$ cat src/rtl/io_tx_controller.sv
// Raster-order image streamer: reads img_sram one byte per pixel and presents it on a
// valid/ready output through a credit-controlled prefetch FIFO.

package img_sram_pkg;
  typedef struct packed {
    logic       sense_en;
    logic       write_en;
    logic [7:0] row;
    logic [7:0] col;
    logic [7:0] din;
  } img_sram_ctrl_t;
endpackage

module io_tx_controller #(
  parameter int RD_LAT     = 1,
  parameter int FIFO_DEPTH = 4
) (
  input  logic                         clk,
  input  logic                         rstn,
  input  logic                         en,
  input  logic [7:0]                   nrows,
  input  logic [7:0]                   ncols,
  input  logic [7:0]                   sram_dout,
  input  logic                         dout_ready,
  output logic [7:0]                   dout,
  output logic                         dout_valid,
  output logic                         dout_last,
  output logic                         busy,
  output img_sram_pkg::img_sram_ctrl_t sram_ctrl
);

  localparam int AW = $clog2(FIFO_DEPTH);
  localparam int CW = $clog2(FIFO_DEPTH + RD_LAT + 1);

  typedef enum logic [1:0] {IDLE, READ, DRAIN} state_t;

  state_t            state;
  logic [7:0]        lim_r, lim_c;
  logic [7:0]        row_cnt, col_cnt;
  logic [16:0]       total;
  logic [16:0]       beat_cnt;
  logic [RD_LAT-1:0] tag;
  logic [7:0]        fifo_mem [FIFO_DEPTH];
  logic [AW-1:0]     wr_ptr, rd_ptr;
  logic [CW-1:0]     fifo_count;
  logic [CW-1:0]     inflight;
  logic              issue, push, pop;
  logic              last_col, last_pix;

  // Reads launched but whose data has not yet reached the FIFO.
  always_comb begin
    inflight = '0;
    for (int i = 0; i < RD_LAT; i++) inflight = inflight + CW'(tag[i]);
  end

  // NOTE: every always_comb output gets a default first so no path can infer a latch.
  always_comb begin
    issue = 1'b0;
    case (state)
      IDLE:    issue = en;
      READ:    issue = (inflight + fifo_count) < CW'(FIFO_DEPTH);
      default: issue = 1'b0;
    endcase
  end

  assign push       = tag[RD_LAT-1];
  assign dout_valid = (fifo_count != '0);
  assign pop        = dout_valid && dout_ready;
  assign dout       = dout_valid ? fifo_mem[rd_ptr] : 8'h00;
  assign dout_last  = dout_valid && (beat_cnt == total);
  assign last_col   = (col_cnt == lim_c);
  assign last_pix   = last_col && (row_cnt == lim_r);

  // NOTE: sequential state uses non-blocking assignments so every register samples pre-edge values.
  always_ff @(posedge clk or negedge rstn) begin
    if (!rstn) begin
      state     <= IDLE;
      busy      <= 1'b0;
      lim_r     <= '0;
      lim_c     <= '0;
      row_cnt   <= '0;
      col_cnt   <= '0;
      total     <= '0;
      beat_cnt  <= '0;
      sram_ctrl <= '0;
    end else begin
      sram_ctrl.sense_en <= issue;
      if (pop) beat_cnt <= beat_cnt + 17'd1;
      case (state)
        IDLE: begin
          if (en) begin
            // The first read (0,0) goes out on the start edge to save a cycle of latency.
            lim_r         <= nrows;
            lim_c         <= ncols;
            total         <= (17'(nrows) + 17'd1) * (17'(ncols) + 17'd1) - 17'd1;
            beat_cnt      <= '0;
            busy          <= 1'b1;
            sram_ctrl.row <= '0;
            sram_ctrl.col <= '0;
            if (ncols == 8'd0) begin
              col_cnt <= '0;
              row_cnt <= 8'd1;
            end else begin
              col_cnt <= 8'd1;
              row_cnt <= '0;
            end
            state <= (nrows == 8'd0 && ncols == 8'd0) ? DRAIN : READ;
          end
        end
        READ: begin
          if (issue) begin
            sram_ctrl.row <= row_cnt;
            sram_ctrl.col <= col_cnt;
            if (last_pix) begin
              state <= DRAIN;
            end else if (last_col) begin
              col_cnt <= '0;
              row_cnt <= row_cnt + 8'd1;
            end else begin
              col_cnt <= col_cnt + 8'd1;
            end
          end
        end
        DRAIN: begin
          // Once the final pixel is accepted nothing is left in flight or queued.
          if (pop && dout_last) begin
            state <= IDLE;
            busy  <= 1'b0;
          end
        end
        default: state <= IDLE;
      endcase
    end
  end

  always_ff @(posedge clk or negedge rstn) begin
    if (!rstn) begin
      tag        <= '0;
      wr_ptr     <= '0;
      rd_ptr     <= '0;
      fifo_count <= '0;
    end else begin
      tag <= (tag << 1) | RD_LAT'(issue);
      if (push) wr_ptr <= wr_ptr + AW'(1);
      if (pop)  rd_ptr <= rd_ptr + AW'(1);
      fifo_count <= fifo_count + CW'(push) - CW'(pop);
    end
  end

  // NOTE: FIFO storage has no reset; entries are only visible through dout_valid, which is reset.
  always_ff @(posedge clk) begin
    if (push) fifo_mem[wr_ptr] <= sram_dout;
  end

endmodule

$ cat config.mk
export PLATFORM = sky130hd
export DESIGN_NAME = io_tx_controller
export DESIGN_NICKNAME = d
export VERILOG_FILES = /design/src/rtl/io_tx_controller.sv
export SDC_FILE = /design/constraint.sdc
export NUM_CORES = 1
export LEC_CHECK = 0
export ABC_AREA = 1
export BUFFER_PORTS_ARGS = -buffer_cell sky130_fd_sc_hd__buf_2
export CAP_MARGIN = 20
export CORE_ASPECT_RATIO = 0.8
export CORE_UTILIZATION = 40
export DETAILED_ROUTE_END_ITERATION = 10
export SYNTH_ARGS = -nofsm -noshare
export SYNTH_HDL_FRONTEND = slang
export SYNTH_SLANG_ARGS = --single-unit
$ cat constraint.sdc
create_clock -name clk -period 2.4 [get_ports clk]
set_input_delay 0.12 -clock clk [delete_from_list [all_inputs] [get_ports clk]]
set_output_delay 0.12 -clock clk [all_outputs]
set_load 0.05 [all_outputs]
# Word-level counts from Yosys, hierarchy flattened
# Memory sizes are Yosys's and may differ from the RTL's.
# Index checks and enable logic that the tools add are counted.
# Widths: inputs -> output; s select.
# totals
output_inout_bits	37
ramBits	32
reg_bits	93
latch_bits	0
n_memories	1
in_bits	28
romBits	0
word_cells	86
# op_classes
n_reduce_logical	17
n_mux	31
magnitude_cmp	1
shift	0
div_mod_pow	0
bitwise	0
mul	1
n_addsub	10
eq_ne	11
# memory_table
memory	depth	width	read_ports	rd_ports_with_merged_regs	wr	line_no	rtl
fifo_mem	4	8	1	0	1	43	logic [7:0] fifo_mem [FIFO_DEPTH];
# op_table
op	count
$mux 8	9
$mux 17	3
$mux 16	2
$pmux 16 s2	1
$pmux 8 s2	2
$add 8x1->9 const B	2
$add 17x1->17 const B	1
$eq 17x17->1	1
$mul 9x9->17	1
$sub 17x1->17 const B	1
$add 8x1->8 const B	2
$eq 8x8->1	2
$logic_not 8->1	2
$ne 2x2->1 const B	6
$mux 2	5
$reduce_and 4->1	2
$mux 1	6
$pmux 2 s3	1
$reduce_and 3->1	2
$logic_and 1x1->1	5
$reduce_and 5->1	1
$add 2x1->2 const B	2
$pmux 1 s2	2
$reduce_bool 2->1	2
other kinds (8)	8

# Depth between registers and ports, before layout
# depth
word_depth	5
ltp_mapped	29
ltp_nobuf	28

# Worst setup path before layout
# Ideal clock, no wire load.
# synth_timing
path_type	input to register
start	in nrows[0]
end	reg total[9]
slack_ps	-2445
n_path_buf	1
stages	24
setup_time_ps	82
required_ps	2318
t_arrival_ps	4763
path_cell_list	buf_4 -> inv_2 -> nor3_1 -> inv_1 -> nor2_2 -> nand3_1 -> o21ai_1 -> nand2_2 -> inv_2 -> nand2_1 -> fa_1 -> inv_1 -> fa_1 -> inv_1 -> fa_1 -> fa_1 -> inv_1 -> fa_1 -> ha_1 -> nand2_1 -> o21ai_0 -> a21oi_1 -> or2_2 -> a31oi_1
# synth_via
elab_chain_len	3
# synth_rtl
element	line_no	rtl
start, declared	21	input logic [7:0] nrows,
$add 8x1->9	95	total <= (17'(nrows) + 17'd1) * (17'(ncols) + 17'd1) - 17'd1;
$mul 9x9->17	95	
$sub 17x1->17	95	
end signal, assigned	95	
end, declared	40	logic [16:0] total;
# Every way passes these cells.
# A chain may end at the register's enable or synchronous reset.

# Worst setup path in the final report
# layout_timing
start	in nrows[1]
end	reg total[15]
# The elaborated chain is that of the path after synthesis.

==> run summary <==
Worst-path fanout max - 4
Relative slew slack - 51.3%
Gate power share - 66.5%
Crit-path slowest cell - fa_1
Iter 0 DRT Violations - 527
HP Class - in2reg
Post-synth EDFFs - 32
Int Power - 9390 µW
TritonCTS Buffers - 17
Diode count - 0
Simple-gate portion of the synthesized area - 25.6%
Number of global-route vias before repair - 8348
DR vias - 8495
CP Capture Type - register
DP Wirelength - 18300 µm
Netlist Area Pre-Place - 9720 µm²
Port-buffer cells - 55
Synth Area in Compound Gates - 7.26%
Row cnt - 50
Die X - 176 µm
Largest family of logic cells by synthesized area - simple AND/OR/NAND/NOR gates
Vias per cell - 4.93
XOR/XNOR Fraction of Synth Area - 4.14%
Gpl congestion - 0.884
Met2 usage - 32.8%
Largest net degree at the start of global routing - 55
Max-cap violation count - 0
Clock power frac - 14.2%
Commonest non-fill, non-tap cell in the layout - nand2_1
Setup TNS - -24.25 ns
Seq/Total Area, Yosys - 33.8%
Die area - 24900 µm²
Failing checks - setup timing
Cells after Synth - 1207
Switching Share - 47.5%
Total power - 17900 µW
Routed length per instance - 14.1 µm
Main synth FF type - dfrtp_1
Synth Register Bits - 125
Placed Cells - 1657
Critical path class - in2reg
Cell taking the most area after synthesis - dfrtp_1
Root buffer cell - clkbuf_16
Leak Pwr - 0.00630 µW
Non-Filler Instances - 1724
Maximum vdd drop - 1.34 mV
P&R area growth vs syn - 32.1%
Grt met1 use - 30.6%
Highest Clock Rate - 0.226 GHz
Clk pin slew, worst setup/hold paths - 0.07 ns
Initial Utilization - 41.1%
Gr ovfl total - 0
Period utilization - 184%
Yosys cell types - 47
Post-synth ARST share - 74.4%
PwrDens - 1390 nW/µm²
Run status - complete, but fails checks
CTS tree - built
Avg Cell Area, Syn - 8.06 µm²
CP peak stage delay - 0.49 ns
Final WS setup - -2.02 ns
DR pass1 iterations - 5
Startpoint Class - input port
DRC viols - 0
Mux share of post-synthesis cell area - 0.219%
Gr usage total - 20.9%
Max-slew violation count - 0
Global-route wire length before repair - 41500 µm
Fill cells - 2163
Placed Instance Area - 11400 µm²
Layout cell share with drive strength beyond 1 - 29.7%
Post-layout min period - 4.42 ns
WL final - 24300 µm
Fin Clk Skew - 0.0162 ns
Gr busiest metal - met2
Chip Height - 141 µm
Clock sink count - 125
Post-route ant nets - 0
Fin area - 12800 µm²
Seq pwr share - 19.3%
Met3 usage - 2.84%
Worst slew pin tran - 0.730 ns
Most frequent cells in the layout - 245 x nand2_1, 139 x inv_1, 126 x buf_4
Fin nets - 1543
Worst path required time - 2.72 ns
RSZ-0062 raised after global routing - true
Number of H-tree levels - 4
IO Pins - 65
Worst-skew pair later-pin latency - 0.44 ns
Final setup violation count - 14
Synth top area share - 23.9%
Initial antenna violation count - 0
Core Area - 23600 µm²
Hold Fails Final Rpt - 0
Adder-cell share of the synthesized area - 19.0%
Ys Warns - 9
Synth area leaders - dfrtp_1 24%, fa_1 11%, nand2_1 10%, edfxtp_1 9.9%, ha_1 8.1%
CTS Buffer Depth - 2
NetSw - 8480 µW
Worst Path Arrival - 4.74 ns
==> critical path: cells and delay by family <==
family	cells	cell delay (ns)
fa+ha+maj	6	2.70
simple gates	12	1.04
buf+inv	9	0.58
compound gates	2	0.28
==> cell usage after synthesis, types with 2 or more instances <==
library cell    n
nand3b_1        4
a21o_1          3
buf_6           5
a211oi_1        4
buf_4          13
or2_0           2
o21ai_0        60
nand2_4         5
nor3_2          2
fa_1           53
or2_2           7
xnor2_1        24
nor2_2          7
nand3_1        84
clkbuf_1       11
nand2_8         2
nand2_1       269
buf_2          14
nor2_1        138
ha_1           63
a21oi_1        37
o21ai_1         6
inv_2          12
inv_1         165
o21ai_2         9
xor2_1         22
nor4_1          2
nand2_2         6
nand4_1        13
nor3_1         20
a31oi_1         5
dfrtp_1        93
nand3_2         2
edfxtp_1       32
==> sequential cells by signal (all words and copies together) (netlist names), 3 cells and up <==
signal / cells
col_cnt: 8
fifo_mem: 32
beat_cnt: 17
total: 17
row_cnt: 8
sram_ctrl: 16
fifo_count: 3
lim_r: 8
lim_c: 8
==> through the flow <==
step	setup slack (ns)	hold slack, ns	util [%]
6_report	-2.02	0.0823	54.3
5_1_grt	-2.27	0.0912	54.3
4_1_cts	-1.96	0.0511	52.8
3_5_place_dp	-2.58	0.219	48.0
3_3_place_gp	-2.56	0.214	48.0
2_1_floorplan	-2.24	-0.176	-
==> layout make-up <==
type | instances | area, µm² | area share, %
inverter | 179 | 702 | 5.46
clock buffer | 17 | 425 | 3.31
multi-input combinational | 866 | 6270 | 48.8
clock inverter | 15 | 170 | 1.32
timing repair buffer | 210 | 1600 | 12.5
sequential | 125 | 3290 | 25.6
tap | 312 | 390 | 3.04
==> worst paths after layout <==
| kind | startpoint | to | slack, ns | cells past startpoint |
|---|---|---|---|---|
| max reg2reg | fifo_count[0] | row_cnt[3] | 0.38 | 8 |
| min in group asynchronous | rstn | row_cnt[4] | 0.26 | 2 |
| min | dout_ready | beat_cnt[1] | 0.08 | 3 |
| max | nrows[1] | total[15] | -2.02 | 29 |
| min reg2reg | sram_ctrl[14] | sram_ctrl[14] | 0.50 | 2 |
| max in group asynchronous | rstn | beat_cnt[2] | 1.43 | 3 |
==> power groups by stage <==
stage          combinational [µW]  sequential [µW]  clock [µW]
2_1_floorplan                7190             3380           0
3_3_place_gp                 9730             3450           0
3_5_place_dp                 9840             3460           0
4_1_cts                     11000             3430        2590
5_1_grt                     13100             3520        2700
6_report                    11900             3440        2540
==> per-layer routing <==
layer / routed length, µm / vias up
met2: 10900 / 180
met5: 0 / -
li1: - / 4208
met4: 186 / 0
met3: 1090 / 21
met1: 12100 / 4086
==> logic make-up (layout without fill, tap and decap cells) <==
family                   count (synthesis)  in the layout
adder cells (fa/ha/maj)                116            116
flip-flops                             125            125
multiplexers                             2              2
AND/OR/NAND/NOR                        567            567
XOR/XNOR                                46             46
buffers and inverters                  224            421
other                                    1              9
AO/OA/AOI/OAI                          126            126
==> what timing repair did <==
action                                 CTS  global route
cloned                                   0             0
hold buffers                            10             0
buffers inserted                        15            12
pin swaps                               40            59
endpoints found under the hold margin   88             0
gates resized for setup                 73            72
setup endpoints to repair               14            16
(Power assumes the default switching activity.)
